File: src/rtl/uart_tx_ctrl.sv
// UART transmit sequencer: pops bytes from the TX FIFO and serialises them onto txd.
// Optional parity stage is compiled in when UART_TX_PARITY_EN is defined.
module uart_tx_ctrl #(
    parameter int DIV_W = 16,
    parameter int CNT_W = 16
) (
    input  logic             clk,
    input  logic             rstn,
    input  logic             tx_en,
    input  logic [DIV_W-1:0] cfg_div,
    input  logic             cfg_stop2,
`ifdef UART_TX_PARITY_EN
    input  logic             cfg_par_en,
    input  logic             cfg_par_odd,
`endif
    input  logic             fifo_empty,
    input  logic [7:0]       fifo_data,
    output logic             fifo_pop,
    output logic             txd,
    output logic             busy,
    output logic             tx_done,
    output logic [CNT_W-1:0] frame_cnt
);

    localparam logic [DIV_W-1:0] DIV_ONE = DIV_W'(1);
    localparam logic [CNT_W-1:0] CNT_ONE = CNT_W'(1);

    typedef enum logic [2:0] {
        S_IDLE,
        S_START,
        S_DATA,
`ifdef UART_TX_PARITY_EN
        S_PARITY,
`endif
        S_STOP
    } state_t;

    state_t           state_q, state_d;
    logic [DIV_W-1:0] baud_cnt_q, baud_cnt_d;
    logic [DIV_W-1:0] div_q;
    logic [2:0]       bit_idx_q, bit_idx_d;
    logic             stop_idx_q, stop_idx_d;
    logic [7:0]       shift_q, shift_d;
    logic             stop2_q;
    logic             txd_q, txd_d;
    logic             done_q, done_d;
    logic [CNT_W-1:0] frame_cnt_q, frame_cnt_d;
    logic             tick;
`ifdef UART_TX_PARITY_EN
    logic             par_en_q;
    logic             par_bit_q;
`endif

    // Shadowed divisor keeps the bit period fixed for the whole frame.
    assign tick = (baud_cnt_q == div_q - DIV_ONE);

    // Pop is qualified with rstn so nothing is consumed while reset is held.
    assign fifo_pop = rstn && (state_q == S_IDLE) && tx_en && !fifo_empty;

    // NOTE: every always_comb output gets a default first, so no path infers a latch.
    always_comb begin
        state_d     = state_q;
        baud_cnt_d  = '0;
        bit_idx_d   = bit_idx_q;
        stop_idx_d  = stop_idx_q;
        shift_d     = shift_q;
        done_d      = 1'b0;
        frame_cnt_d = frame_cnt_q;
        txd_d       = 1'b1;

        if (state_q != S_IDLE) begin
            baud_cnt_d = tick ? '0 : baud_cnt_q + DIV_ONE;
        end

        case (state_q)
            S_IDLE: begin
                if (fifo_pop) begin
                    state_d    = S_START;
                    shift_d    = fifo_data;
                    bit_idx_d  = '0;
                    stop_idx_d = 1'b0;
                end
            end
            S_START: begin
                if (tick) state_d = S_DATA;
            end
            S_DATA: begin
                if (tick) begin
                    shift_d = {1'b0, shift_q[7:1]};
                    if (bit_idx_q == 3'd7) begin
`ifdef UART_TX_PARITY_EN
                        state_d = par_en_q ? S_PARITY : S_STOP;
`else
                        state_d = S_STOP;
`endif
                    end else begin
                        bit_idx_d = bit_idx_q + 3'd1;
                    end
                end
            end
`ifdef UART_TX_PARITY_EN
            S_PARITY: begin
                if (tick) state_d = S_STOP;
            end
`endif
            S_STOP: begin
                if (tick) begin
                    if (stop2_q && !stop_idx_q) begin
                        stop_idx_d = 1'b1;
                    end else begin
                        state_d     = S_IDLE;
                        done_d      = 1'b1;
                        frame_cnt_d = frame_cnt_q + CNT_ONE;
                    end
                end
            end
            default: state_d = S_IDLE;
        endcase

        // txd is registered from the next state so it lines up with state_q.
        case (state_d)
            S_START:  txd_d = 1'b0;
            S_DATA:   txd_d = shift_d[0];
`ifdef UART_TX_PARITY_EN
            S_PARITY: txd_d = par_bit_q;
`endif
            default:  txd_d = 1'b1;
        endcase
    end

    // NOTE: sequential state uses non-blocking assignments only.
    always_ff @(posedge clk or negedge rstn) begin
        if (!rstn) begin
            state_q     <= S_IDLE;
            baud_cnt_q  <= '0;
            bit_idx_q   <= '0;
            stop_idx_q  <= 1'b0;
            shift_q     <= '0;
            div_q       <= DIV_ONE;
            stop2_q     <= 1'b0;
            txd_q       <= 1'b1;
            done_q      <= 1'b0;
            frame_cnt_q <= '0;
`ifdef UART_TX_PARITY_EN
            par_en_q    <= 1'b0;
            par_bit_q   <= 1'b0;
`endif
        end else begin
            state_q     <= state_d;
            baud_cnt_q  <= baud_cnt_d;
            bit_idx_q   <= bit_idx_d;
            stop_idx_q  <= stop_idx_d;
            shift_q     <= shift_d;
            txd_q       <= txd_d;
            done_q      <= done_d;
            frame_cnt_q <= frame_cnt_d;
            if (fifo_pop) begin
                div_q   <= (cfg_div == '0) ? DIV_ONE : cfg_div;
                stop2_q <= cfg_stop2;
`ifdef UART_TX_PARITY_EN
                par_en_q  <= cfg_par_en;
                par_bit_q <= (^fifo_data) ^ cfg_par_odd;
`endif
            end
        end
    end

    assign txd       = txd_q;
    assign busy      = (state_q != S_IDLE);
    assign tx_done   = done_q;
    assign frame_cnt = frame_cnt_q;

endmodule

File: config.mk
export PLATFORM = sky130hd
export DESIGN_NAME = uart_tx_ctrl
export DESIGN_NICKNAME = d
export VERILOG_FILES = /design/src/rtl/uart_tx_ctrl.sv
export SDC_FILE = /design/constraint.sdc
export NUM_CORES = 1
export LEC_CHECK = 0
export CAP_MARGIN = 40
export CORE_ASPECT_RATIO = 1.2
export CORE_UTILIZATION = 50
export DETAILED_ROUTE_END_ITERATION = 8
export DONT_BUFFER_PORTS = 1
export SYNTH_ARGS = -nofsm -noshare
export SYNTH_HDL_FRONTEND = slang
export SYNTH_SLANG_ARGS = --single-unit
export TNS_END_PERCENT = 20
File: constraint.sdc
create_clock -name clk -period 3.8 [get_ports clk]
set_clock_uncertainty 0.2 [all_clocks]
set_input_delay 0.19 -clock clk [delete_from_list [all_inputs] [get_ports clk]]
set_output_delay 0.19 -clock clk [all_outputs]
set_load 0.005 [all_outputs]
==> Yosys cells after proc, flatten, opt, wreduce, memory -nomap -nowiden <==
Cells that the tools add are included.
{ "totals": {"register_bits": 66, "input_bits": 29, "out_inout_bits": 20, "elab_cells": 68} }
{ "op_classes": {"addsub": 4, "eq_ne": 12, "mux": 25, "bitwise": 1, "reduce_logical": 15} }
{ "ops": {"columns": ["cell", "count"], "rows": [
  ["16-bit two-way mux", 3],
  ["16-bit by 1-bit adder with 16-bit output, second input constant", 2],
  ["3-bit two-way mux", 9],
  ["16-bit equality test", 1],
  ["16-bit logical NOT", 1],
  ["8-bit two-way mux", 2],
  ["8-bit one-hot mux with 2 select lines", 1],
  ["16-bit by 1-bit subtractor with 16-bit output, second input constant", 1],
  ["3-bit one-hot mux with 4 select lines", 1],
  ["2-bit inequality test, second input constant", 5],
  ["3-bit by 2-bit equality test with 1-bit output, second input constant", 3],
  ["4-bit AND reduction", 2],
  ["3-bit by 1-bit equality test with 1-bit output, second input constant", 2],
  ["1-bit two-way mux", 6],
  ["3-bit one-hot mux with 2 select lines", 1],
  ["3-bit AND reduction", 2],
  ["1-bit logical AND", 4],
  ["1-bit one-hot mux with 2 select lines", 2],
  ["2-bit nonzero test", 2],
  ["3-bit by 1-bit adder with 3-bit output, second input constant", 1],
  ["3-bit equality test, second input constant", 1],
  ["3-bit logical NOT", 1],
  ["3-bit nonzero test", 1],
  ["1-bit logical NOT", 2],
  ["1-bit NOT", 1]
]} }

==> Logic depth before layout (Yosys ltp) <==
Gate-level depths: netlist of run 1.
{ "depth": {"word_depth": 8, "mapped_depth": 13, "ltp_nobuf": 10} }

==> Worst setup path after synthesis of run 1 <==
Ideal clock, no wire load.
{ "synth_path": {"path_type": "register to register", "from": "register div_q[0]", "to": "register shift_q[0]", "setup_ps": 125, "arrival_ps": 3014, "t_required_ps": 3475, "path_slack_ps": 461, "path_stages_with_launch": 13, "path_buffers": 2, "period_less_slack_ps": 3339, "cell_sequence": "dfstp_2 inv_1 ha_1 buf_2 xnor2_1 o2bb2ai_1 a2111o_1 a211o_1 or4_1 nor3_2 buf_6 mux2i_1 nand2_1"} }
{ "synth_between": {"elab_chain_cells": 4} }
{ "synth_rtl": {"columns": ["element", "line", "rtl"], "rows": [
  ["start, declared", "40", "logic [DIV_W-1:0] div_q;"],
  ["start signal, assigned", "158", "div_q <= (cfg_div == '0) ? DIV_ONE : cfg_div;"],
  ["16-bit by 1-bit subtractor with 16-bit output", "55", "assign tick = (baud_cnt_q == div_q - DIV_ONE);"],
  ["16-bit equality test", "55", null],
  ["8-bit two-way mux", "88", "if (tick) begin"],
  ["8-bit one-hot mux with 2 select lines", "75", "case (state_q)"],
  ["via shift_d[0]", "43", "logic [7:0] shift_q, shift_d;"],
  ["end signal, assigned", "153", "shift_q <= shift_d;"],
  ["end, declared", "43", null]
]} }
The timed path passes the listed nets, and every way through them passes these cells. The select of a mux whose other input is x is not followed.
A chain may end at the register's enable or synchronous reset.

==> Worst setup path in the final report of run 1 <==
{ "layout_path": {"from": "register div_q[0]", "to": "register bit_idx_q[2]"} }
{ "layout_between": {"elab_chain_cells": 4} }
{ "layout_rtl": {"columns": ["element", "line", "rtl"], "rows": [
  ["16-bit by 1-bit subtractor with 16-bit output", "55", null],
  ["16-bit equality test", "55", null],
  ["2-bit inequality test (no line)", null, null],
  ["4-bit AND reduction (no line)", null, null],
  ["end signal, assigned", "151", "bit_idx_q <= bit_idx_d;"],
  ["end, declared", "41", "logic [2:0] bit_idx_q, bit_idx_d;"]
]} }
Every way passes these cells.

==> out/qor.yml, run 1 <==
worst_setup_path:
  r2r_end: "bit_idx_q[2]"
  r2r_slack_ns: 0.22
  cp_max_fo: 7
  endpoint_kind: "flop"
  reg2reg_from: "div_q[0]"
  cp.arrival_ns: 3.61
  cp.required_ns: 3.84
  cp-start-kind: "flop"
  r2r_cells: 10
  crit_type: "reg -> reg"
sta:
  period_needed_ns: 3.575
  worst_hold_slack_ns: 0.04908
  worst_pin_slew_ns: 0.5682
  drv_slew: 0
  setup_viol: 0
  rsz0062_at_grt: "no"
  min_period_over_period_pct: 94.09
  slew_headroom_pct: 61.94
  tns_ns: 0
  hold_viol: 0
  fmax_mhz: 279.7
yosys:
  async_reset_ff_share_pct: 100.0
  ys.flop_type: "dfrtp_1"
  synth_common_cells: "dfrtp_1, nor2_1, xnor2_1, inv_1, nand2_1"
  synth-seq-cells: 66
  ys_seq_area_share_pct: 44.63
  syn_avg_cell_area_sq_um: 10.02
  yosysWarnings: 0
  synth_top_cell_by_area: "dfrtp_1"
  synth_fp_nets: 404
  synth_edf_count: 0
  synth_area_leaders: "dfrtp_1, xnor2_1, mux2_2, nor2_1, xor2_1"
  synth_cell_types: 64
  yosysMostFrequentCell: "dfrtp_1"
  netlist_instances: 370
  synth_area_sq_um: 3706
  netlist.area_leader.share_pct: 43.21
finish:
  nets: 431
  drive_above_1_share_pct: 14.68
  stdcell_count: 493
  nFillCells: 653
  syn_to_final_growth_pct: 14.21
route:
  drcViolationCount: 0
  routed_wl_microns: 7986
  vias_per_cell: 5.606
  ant_nets: 0
  first_pass_iters: 4
  vias: 2764
  dr.first_iter.drc_count: 130
  avgRoutedWirePerCell_microns: 16.20
die:
  die_y_microns: 96.31
  io_pins: 49
  die_x_microns: 80.59
  die_area_sq_um: 7762
  rows: 34
  start_util_pct: 51.25
  core_sq_um: 7232
pwr:
  p_sw_mw: 0.5331
  ir_drop_mv: 0.3007
  power_frac_clock_pct: 33.3
  seq_power_share_pct: 50.0
  combPwrFrac_pct: 16.7
  leakage_nw: 1.797
  powerDensity_nw_per_um2: 416.1
  netSwitchingFraction_pct: 30.27
  p_int_mw: 1.228
clocking:
  clock_latency_ns: 0.35
  htree_levels: 3
  cts_root_buf: "clkbuf_8"
  postCtsSetupBuffers: 0
  clock_path_buffers: 2
  path_clk_slew_ns: 0.07
  cts.sink_count: 66
  cts_tree: "built"
  cts_made_buffers: 9
placement:
  placed_cells: 449
  dp_hpwl_microns: 5396
  portBuffers: 0
  gp_congestion: 0.8809
global_route:
  grt_overflow: 0
  grt.total_usage_pct: 21.92
  grt_pass1_wl_microns: 12670
  grt_pass1_vias: 2767
  grt_max_degree: 67
  antenna_found_initial: 0
status:
  status: "complete, no violations"
worst_hold_path:
  holdCritPathClass: "in -> reg"
  min-delay-start: "cfg_div[7]"
  hold_end: "div_q[0]"
  hold_depth: 3
job:
  max-cap-violations: 0
state kept, by name, summed over array words and instances (netlist names):
name and count:
baud_cnt_q 16, div_q 16, frame_cnt 16, shift_q 8, bit_idx_q 3, state_q 3
stop2_q 1, stop_idx_q 1, tx_done 1, txd 1
cell type report:
type	instances	area [sq um]	area share (%)
clock buffer	10	127.6	3.015
tap	90	112.6	2.660
inverter	24	90.09	2.128
clock inverter	6	67.56	1.596
antenna	1	2.502	0.05912
sequential	66	1654	39.08
timing repair buffer	33	332.8	7.863
multi-input combinational	263	1846	43.60
layer usage:
metal	GRT usage, %	wire [microns]	up-vias
met2	37.22	3978	47
li1	-	-	1352
met3	4.360	211	17
met5	0	0	-
met4	12.65	231	0
met1	25.63	3564	1348
power groups by stage:
stage          clock network, mW  logic, mW  registers (mW)
2_1_floorplan                  0      0.230           0.854
3_3_place_gp                   0      0.247           0.890
3_5_place_dp                   0      0.253           0.893
4_1_cts                    0.605      0.296           0.880
5_1_grt                    0.628      0.329           0.890
6_report                   0.587      0.295           0.880
what timing repair did:
item | 4_1_cts | 5_1_grt
endpoints found under the hold margin | 91 | 0
hold buffers | 27 | 0
gates resized for setup | 0 | 0
stage by stage:
| step | setup slack (ns) | utilization [%] | cell area, sq um | power [mW] |
|---|---|---|---|---|
| floorplan | 0.4610 | - | 3706 | 1.084 |
| CTS | 0.2255 | 58.49 | 4230 | 1.780 |
| finish | 0.2246 | 58.53 | 4233 | 1.761 |
| global placement | 0.3270 | 51.82 | 3747 | 1.137 |
| global route | 0.02237 | 58.49 | 4230 | 1.847 |
| detailed placement | 0.2602 | 51.82 | 3747 | 1.146 |
how the worst max path moves through the flow:
stage / from / endpoint / slack, ns / depth (start not counted)
2_1_floorplan: div_q[0] / shift_q[0] / 0.46 / 12
6_report: div_q[0] / bit_idx_q[2] / 0.22 / 10
4_1_cts: div_q[0] / bit_idx_q[2] / 0.23 / 10
3_3_place_gp: div_q[0] / bit_idx_q[1] / 0.33 / 10
3_5_place_dp: div_q[0] / bit_idx_q[2] / 0.26 / 10
5_1_grt: div_q[0] / bit_idx_q[2] / 0.02 / 10
cells by family (layout without fill, tap and decap cells):
group,count (synthesis),after routing,synth area share [%]
compound gates,57,57,10.84
xor+xnor,44,44,10.40
fa+ha+maj,5,5,1.688
buf+inv,41,73,5.570
flops,66,66,44.63
mux,15,15,4.625
other cells,1,2,0.1012
simple gates,141,141,22.15
cell usage in the layout, fill, tap and decap left out, drive strengths merged, types with 2 or more instances in the layout:
cell type     n
dfrtp        64
nor2         33
xnor2        30
dlygate4sd3  26
inv          23
nand2        19
nand3        19
o21ai        15
xor2         14
mux2         14
nand4        14
clkbuf       10
nor3         10
and3          9
nor4          8
a22oi         7
buf           7
and2          6
a21oi         6
or4           5
nand2b        5
ha            5
clkinv        4
o211ai        3
a31oi         3
or2           3
or3           3
o22ai         3
a21o          2
o221ai        2
nand4b        2
nor2b         2
a311oi        2
o31ai         2
a32o          2
clkinvlp      2
dfstp         2
critical path: stages (launching register included):
cell      delay [ns]
dfstp_2         0.59
inv_1           0.08
ha_1            0.30
xor2_1          0.14
o311ai_1        0.11
a2111o_1        0.39
a211o_1         0.31
or4_1           0.57
nor3_2          0.39
o22ai_2         0.17
a32o_1          0.23
No activity file was read; power rests on OpenSTA's default activity.
==> run 2: changes to the inputs <==
PLACE_DENSITY_LB_ADDON = 0.2   (was unset)
==> run 2 against run 1 <==
  * Register-to-register slack worse by 0.02 ns
  * Critical path depth stayed put
  * Clock power grew 3%
  * Non-clock buffer count grew 1
  * Global-route usage is 0.20 points higher
  * Hold slack got worse by 0.026 ns
  * Total power is 1.1% higher
  * Wire length rose by 2.9%
==> out/qor.yml, run 2 (synthesized netlist as in run 1, its figures left out) <==
sta:
  setup_ws_ns: 0.2056  # -0.01905 ns
  slew_headroom_pct: 65.09  # +3.2 points
  worst_pin_slew_ns: 0.5212  # -0.04704 ns
  rsz0062_at_grt: "no"
  min_period_over_period_pct: 94.59  # +0.50 points
  period_needed_ns: 3.594  # +0.01905 ns
  drv_slew: 0  # unchanged
  setup_viol: 0  # unchanged
  hold_viol: 0  # unchanged
  fmax_mhz: 278.2  # -0.53%
  tns_ns: 0  # unchanged
global_route:
  grt_pass1_wl_microns: 12960  # +2.3%
  grt_busiest_layer: "met2"
  grt_overflow: 0  # unchanged
  grt.met1_usage_pct: 27.55  # +1.9 points
  use_met3_pct: 6.161  # +1.8 points
  grt.total_usage_pct: 22.13  # +0.20 points
  antenna_found_initial: 1  # +1
  grt_pass1_vias: 2746  # -0.76%
  grt_use_met2_pct: 37.08  # -0.14 points
  grt_max_degree: 67  # unchanged
worst_setup_path:
  worst-path-buf-inv: 1  # unchanged
  critical_path.top_delay_family: "simple AND/OR/NAND/NOR gates"
  endpoint_kind: "flop"
  r2r_end: "bit_idx_q[2]"
  r2r_slack_ns: 0.21  # -0.02 ns
  path_cells: "inv_1, ha_1, xnor2_1, o2bb2ai_1, a2111o_1, a211o_1, or4_1, nor3_2, or2_2, a32o_1"
  cp-start-kind: "flop"
  cp.arrival_ns: 3.66  # +0.05 ns
  critPathMaxStageDelay_ns: 0.60  # about the same
  crit_type: "reg -> reg"
  r2r_cells: 10  # unchanged
  cp.required_ns: 3.87  # +0.03 ns
  cp_max_fo: 8  # +1
  worstSetupStartpoint: "div_q[0]"
  critPathCapture: "bit_idx_q[2]"
  reg2reg_from: "div_q[0]"
  slowest_stage: "dfstp_2"
  critical_path_depth: 10  # unchanged
pwr:
  p_sw_mw: 0.5356  # +0.48%
  leakage_nw: 1.804  # +0.42%
  power_frac_clock_pct: 33.9  # +0.6 points
  seq_power_share_pct: 49.5  # -0.5 points
  p_int_mw: 1.244  # +1.3%
  netSwitchingFraction_pct: 30.10  # -0.17 points
  ir_drop_mv: 0.2886  # -4.0%
  combPwrFrac_pct: 16.6  # about the same
  powerDensity_nw_per_um2: 418.6  # +0.60%
die:
  start_util_pct: 51.25  # unchanged
  die_x_microns: 80.59  # unchanged
  die_y_microns: 96.31  # unchanged
  core_sq_um: 7232  # unchanged
  io_pins: 49  # unchanged
  rows: 34  # unchanged
  die_area_sq_um: 7762  # unchanged
clocking:
  cts_root_buf: "clkbuf_8"
  path_clk_slew_ns: 0.07  # about the same
  cts_tree: "built"
  clock_latency_ns: 0.34  # about the same
  postCtsSetupBuffers: 0  # unchanged
  cts.sink_count: 66  # unchanged
  htree_levels: 3  # unchanged
  clock_path_buffers: 2  # unchanged
  cts_made_buffers: 9  # unchanged
route:
  dr.first_iter.drc_count: 106  # -18%
  avgRoutedWirePerCell_microns: 16.68  # +2.9%
  routed_wl_microns: 8221  # +2.9%
  first_pass_iters: 5  # +1
  vias: 2789  # +0.90%
  vias_per_cell: 5.657  # +0.90%
  ant_nets: 0  # unchanged
  drcViolationCount: 0  # unchanged
finish:
  drive_above_1_share_pct: 14.64  # -0.036 points
  final_cell_mix: "dfrtp_1, nor2_1, xnor2_1, dlygate4sd3_1, inv_1"
  diodes: 0  # -1
  syn_to_final_growth_pct: 14.72
  final_core_util_pct: 58.79  # +0.26 points
  final_area_sq_um: 4252  # +0.44%
  nets: 432  # +0.23%
  layout_commonest_cell: "dfrtp_1"
  nFillCells: 616  # -5.7%
placement:
  dp_hpwl_microns: 5375  # -0.40%
  gp_congestion: 0.8363  # -5.1%
  pre_cts_ws_ns: 0.2603  # +0.0001240 ns
  portBuffers: 0  # unchanged
  placed_area_sq_um: 3740  # -0.20%
worst_hold_path:
  holdCritPathClass: "in -> reg"
status:
  status: "complete, no violations"
job:
  max-cap-violations: 0  # unchanged
run 2: power groups by stage:
stage,clock (mW),sequential (mW),combinational [mW]
after floorplan,0,0.854,0.230
after global placement,0,0.887,0.245
after detailed placement,0,0.891,0.250
after CTS,0.621,0.878,0.292
after global routing,0.657,0.892,0.329
final,0.603,0.882,0.295
run 2: repair_timing:
item | CTS | global route
gates resized for setup | 0 | 0
setup endpoints to repair | 0 | 0
hold endpoints to repair | 91 | 1
hold buffers | 27 | 2
run 2: cell type report:
type | instances | area (sq um) | area share (%)
multi-input combinational | 263 | 1846 | 43.41
sequential | 66 | 1654 | 38.91
timing repair buffer | 34 | 345.3 | 8.122
clock buffer | 10 | 137.6 | 3.237
tap | 90 | 112.6 | 2.649
inverter | 24 | 90.09 | 2.119
clock inverter | 6 | 66.31 | 1.560
run 2: how the worst min path moves through the flow:
stage	from	end	slack [ns]	cells after the start
finish	cfg_div[14]	div_q[0]	0.02	3
global route	cfg_div[14]	div_q[0]	-0.003	3
CTS	cfg_div[7]	div_q[0]	0.005	3
detailed placement	rstn	baud_cnt_q[5]	-0.30	0
global placement	rstn	baud_cnt_q[5]	-0.30	0
floorplan	rstn	baud_cnt_q[0]	-0.31	0
run 2: worst min-delay path, delay by kind of cell:
| kind | cells | cell delay [ns] |
|---|---|---|
| simple gates | 1 | 0.03 |
| compound gates | 2 | 0.34 |
run 2: metal layers:
| layer | wire length (microns) | part of all wire [%] | vias up |
|---|---|---|---|
| li1 | - | - | 1361 |
| met1 | 3553 | 43 | 1342 |
| met2 | 4161 | 51 | 70 |
| met3 | 322 | 3.9 | 16 |
| met4 | 182 | 2.2 | 0 |
| met5 | 0 | 0 | - |
run 2: metrics by stage:
step / hold WS (ns) / total power, mW / instances
3_3_place_gp: -0.3028 / 1.133 / 448
4_1_cts: 0.005451 / 1.791 / 491
3_5_place_dp: -0.3028 / 1.140 / 448
2_1_floorplan: -0.3056 / 1.084 / 370
5_1_grt: -0.003224 / 1.877 / 493
6_report: 0.02327 / 1.780 / 493
==> run 3: changes to the inputs <==
CORE_ASPECT_RATIO = 1.75   (was 1.2)
==> run 3 against run 2 <==
  * Sequential share of layout area down 0.63 points
  * Critical path depth unchanged
  * Cell count down 0.81%
  * Highest routed layer unchanged
  * Clock-buffer cell count up 4
  * Register-to-register slack better by 0.08 ns
  * First-iteration DRC count up 23%
==> out/qor.yml, run 3 (synthesized netlist as in run 1, its figures left out) <==
sta:
  hold_viol: 0  # unchanged
  min_period_over_period_pct: 92.50  # -2.1 points
  period_needed_ns: 3.515  # -0.07942 ns
  fmax_mhz: 284.5  # +2.3%
  setup_ws_ns: 0.2850  # +0.07942 ns
  slew_headroom_pct: 61.97  # -3.1 points
  tns_ns: 0  # unchanged
  drv_slew: 0  # unchanged
  worst_pin_slew_ns: 0.5652  # +0.04402 ns
  rsz0062_at_grt: "no"
  setup_viol: 0  # unchanged
  worst_hold_slack_ns: 0.01426  # -0.009003 ns
die:
  core_sq_um: 7182  # -0.69%
  rows: 41  # +21%
  die_y_microns: 115.9  # +20%
  die_area_sq_um: 7774  # +0.16%
  die_x_microns: 67.08  # -17%
  io_pins: 49  # unchanged
  start_util_pct: 51.60  # +0.36 points
route:
  routed_wl_microns: 8555  # +4.1%
  vias: 2817  # +1.0%
  avgRoutedWirePerCell_microns: 17.49  # +4.9%
  vias_per_cell: 5.761  # +1.8%
  first_pass_iters: 5  # unchanged
  ant_nets: 0  # unchanged
  drcViolationCount: 0  # unchanged
  dr.first_iter.drc_count: 130  # +23%
placement:
  dp_hpwl_microns: 5971  # +11%
  pre_cts_ws_ns: 0.3163  # +0.05596 ns
  placed_area_sq_um: 3750  # +0.27%
  placed_cells: 446  # -0.45%
  gp_congestion: 0.8528  # +2.0%
  portBuffers: 0  # unchanged
pwr:
  powerDensity_nw_per_um2: 455.2  # +8.7%
  leakage_nw: 1.852  # +2.7%
  ir_drop_mv: 0.3001  # +4.0%
clocking:
  clock_latency_ns: 0.33  # about the same
  htree_levels: 3  # unchanged
  clock_path_buffers: 2  # unchanged
  cts_root_buf: "clkbuf_16"
  cts_made_buffers: 9  # unchanged
  cts.sink_count: 66  # unchanged
  ctsResizeCount: 0  # unchanged
  path_clk_slew_ns: 0.05  # -0.02 ns
  cts_tree: "built"
worst_hold_path:
  hold_depth: 2  # -1
  min-delay-start: "fifo_empty"
  hold_end: "div_q[0]"
  holdCritPathClass: "in -> reg"
worst_setup_path:
  cp-start-kind: "flop"
  reg2reg_from: "div_q[0]"
  r2r_cells: 10  # unchanged
  crit_type: "reg -> reg"
  cp.arrival_ns: 3.53  # -0.13 ns
  cp.required_ns: 3.81  # -0.06 ns
  r2r_slack_ns: 0.28  # +0.08 ns
  worstSetupStartpoint: "div_q[0]"
  r2r_end: "shift_q[0]"
  cp_max_fo: 8  # unchanged
  endpoint_kind: "flop"
finish:
  final_cell_mix: "dfrtp_1, nor2_1, xnor2_1, dlygate4sd3_1, inv_1"
  stdcell_count: 489  # -0.81%
  final_area_sq_um: 4322  # +1.6%
  nets: 432  # unchanged
  drive_above_1_share_pct: 14.64  # unchanged
  syn_to_final_growth_pct: 16.61
  layout_commonest_cell: "dfrtp_1"
  diodes: 0  # unchanged
job:
  max-cap-violations: 0  # unchanged
global_route:
  grt_max_degree: 67  # unchanged
  grt_pass1_vias: 2850  # +3.8%
  grt_pass1_wl_microns: 13820  # +6.7%
  antenna_found_initial: 0  # -1
  grt_overflow: 0  # unchanged
  grt.total_usage_pct: 24.42  # +2.3 points
status:
  status: "complete, no violations"
-- run 3: area by class of cell --
class	count	area (sq um)
clock buffer	14	274.0
inverter	24	90.09
multi-input combinational	263	1846
fill	645	2860
sequential	66	1654
clock inverter	2	10.01
timing repair buffer	34	340.3
tap	86	107.6
-- run 3: how the worst max path moves through the flow --
stage / to / slack [ns] / cells after the start
3_3_place_gp: bit_idx_q[1] / 0.34 / 10
6_report: shift_q[0] / 0.28 / 10
4_1_cts: shift_q[0] / 0.30 / 10
2_1_floorplan: shift_q[0] / 0.46 / 12
5_1_grt: shift_q[0] / 0.1 / 10
3_5_place_dp: shift_q[0] / 0.32 / 10
-- run 3: critical path, stage by stage, from the launching register on --
cell	delay [ns]
dfstp_2	0.58
inv_1	0.07
ha_1	0.29
xnor2_1	0.16
o2bb2ai_1	0.12
a2111o_1	0.40
a211o_1	0.28
or4_1	0.54
nor3_2	0.34
mux2i_1	0.32
nand2_1	0.08
-- run 3: power breakdown --
group / internal, mW / switching [mW] / total [mW]
sequential: 0.778 / 0.103 / 0.881
clock: 0.493 / 0.292 / 0.784
combinational: 0.149 / 0.153 / 0.302
-- run 3: routing by layer --
metal  routed length (microns)  track usage [%]  share of wire [%]
met4                       224            11.91                2.6
met1                      3315            26.43                 39
met3                       272            5.315                3.2
met2                      4743            43.47                 55
met5                         0                0                  0
-- run 3: metrics by stage --
stage | utilization (%) | total power, mW
2_1_floorplan | - | 1.084
3_3_place_gp | 52.21 | 1.143
3_5_place_dp | 52.21 | 1.151
4_1_cts | 60.17 | 1.984
5_1_grt | 60.17 | 2.055
6_report | 60.17 | 1.967
-- run 3: repair_timing --
action	in CTS	in global routing
setup buffers	0	0
hold endpoints to repair	91	0
hold buffers	27	0
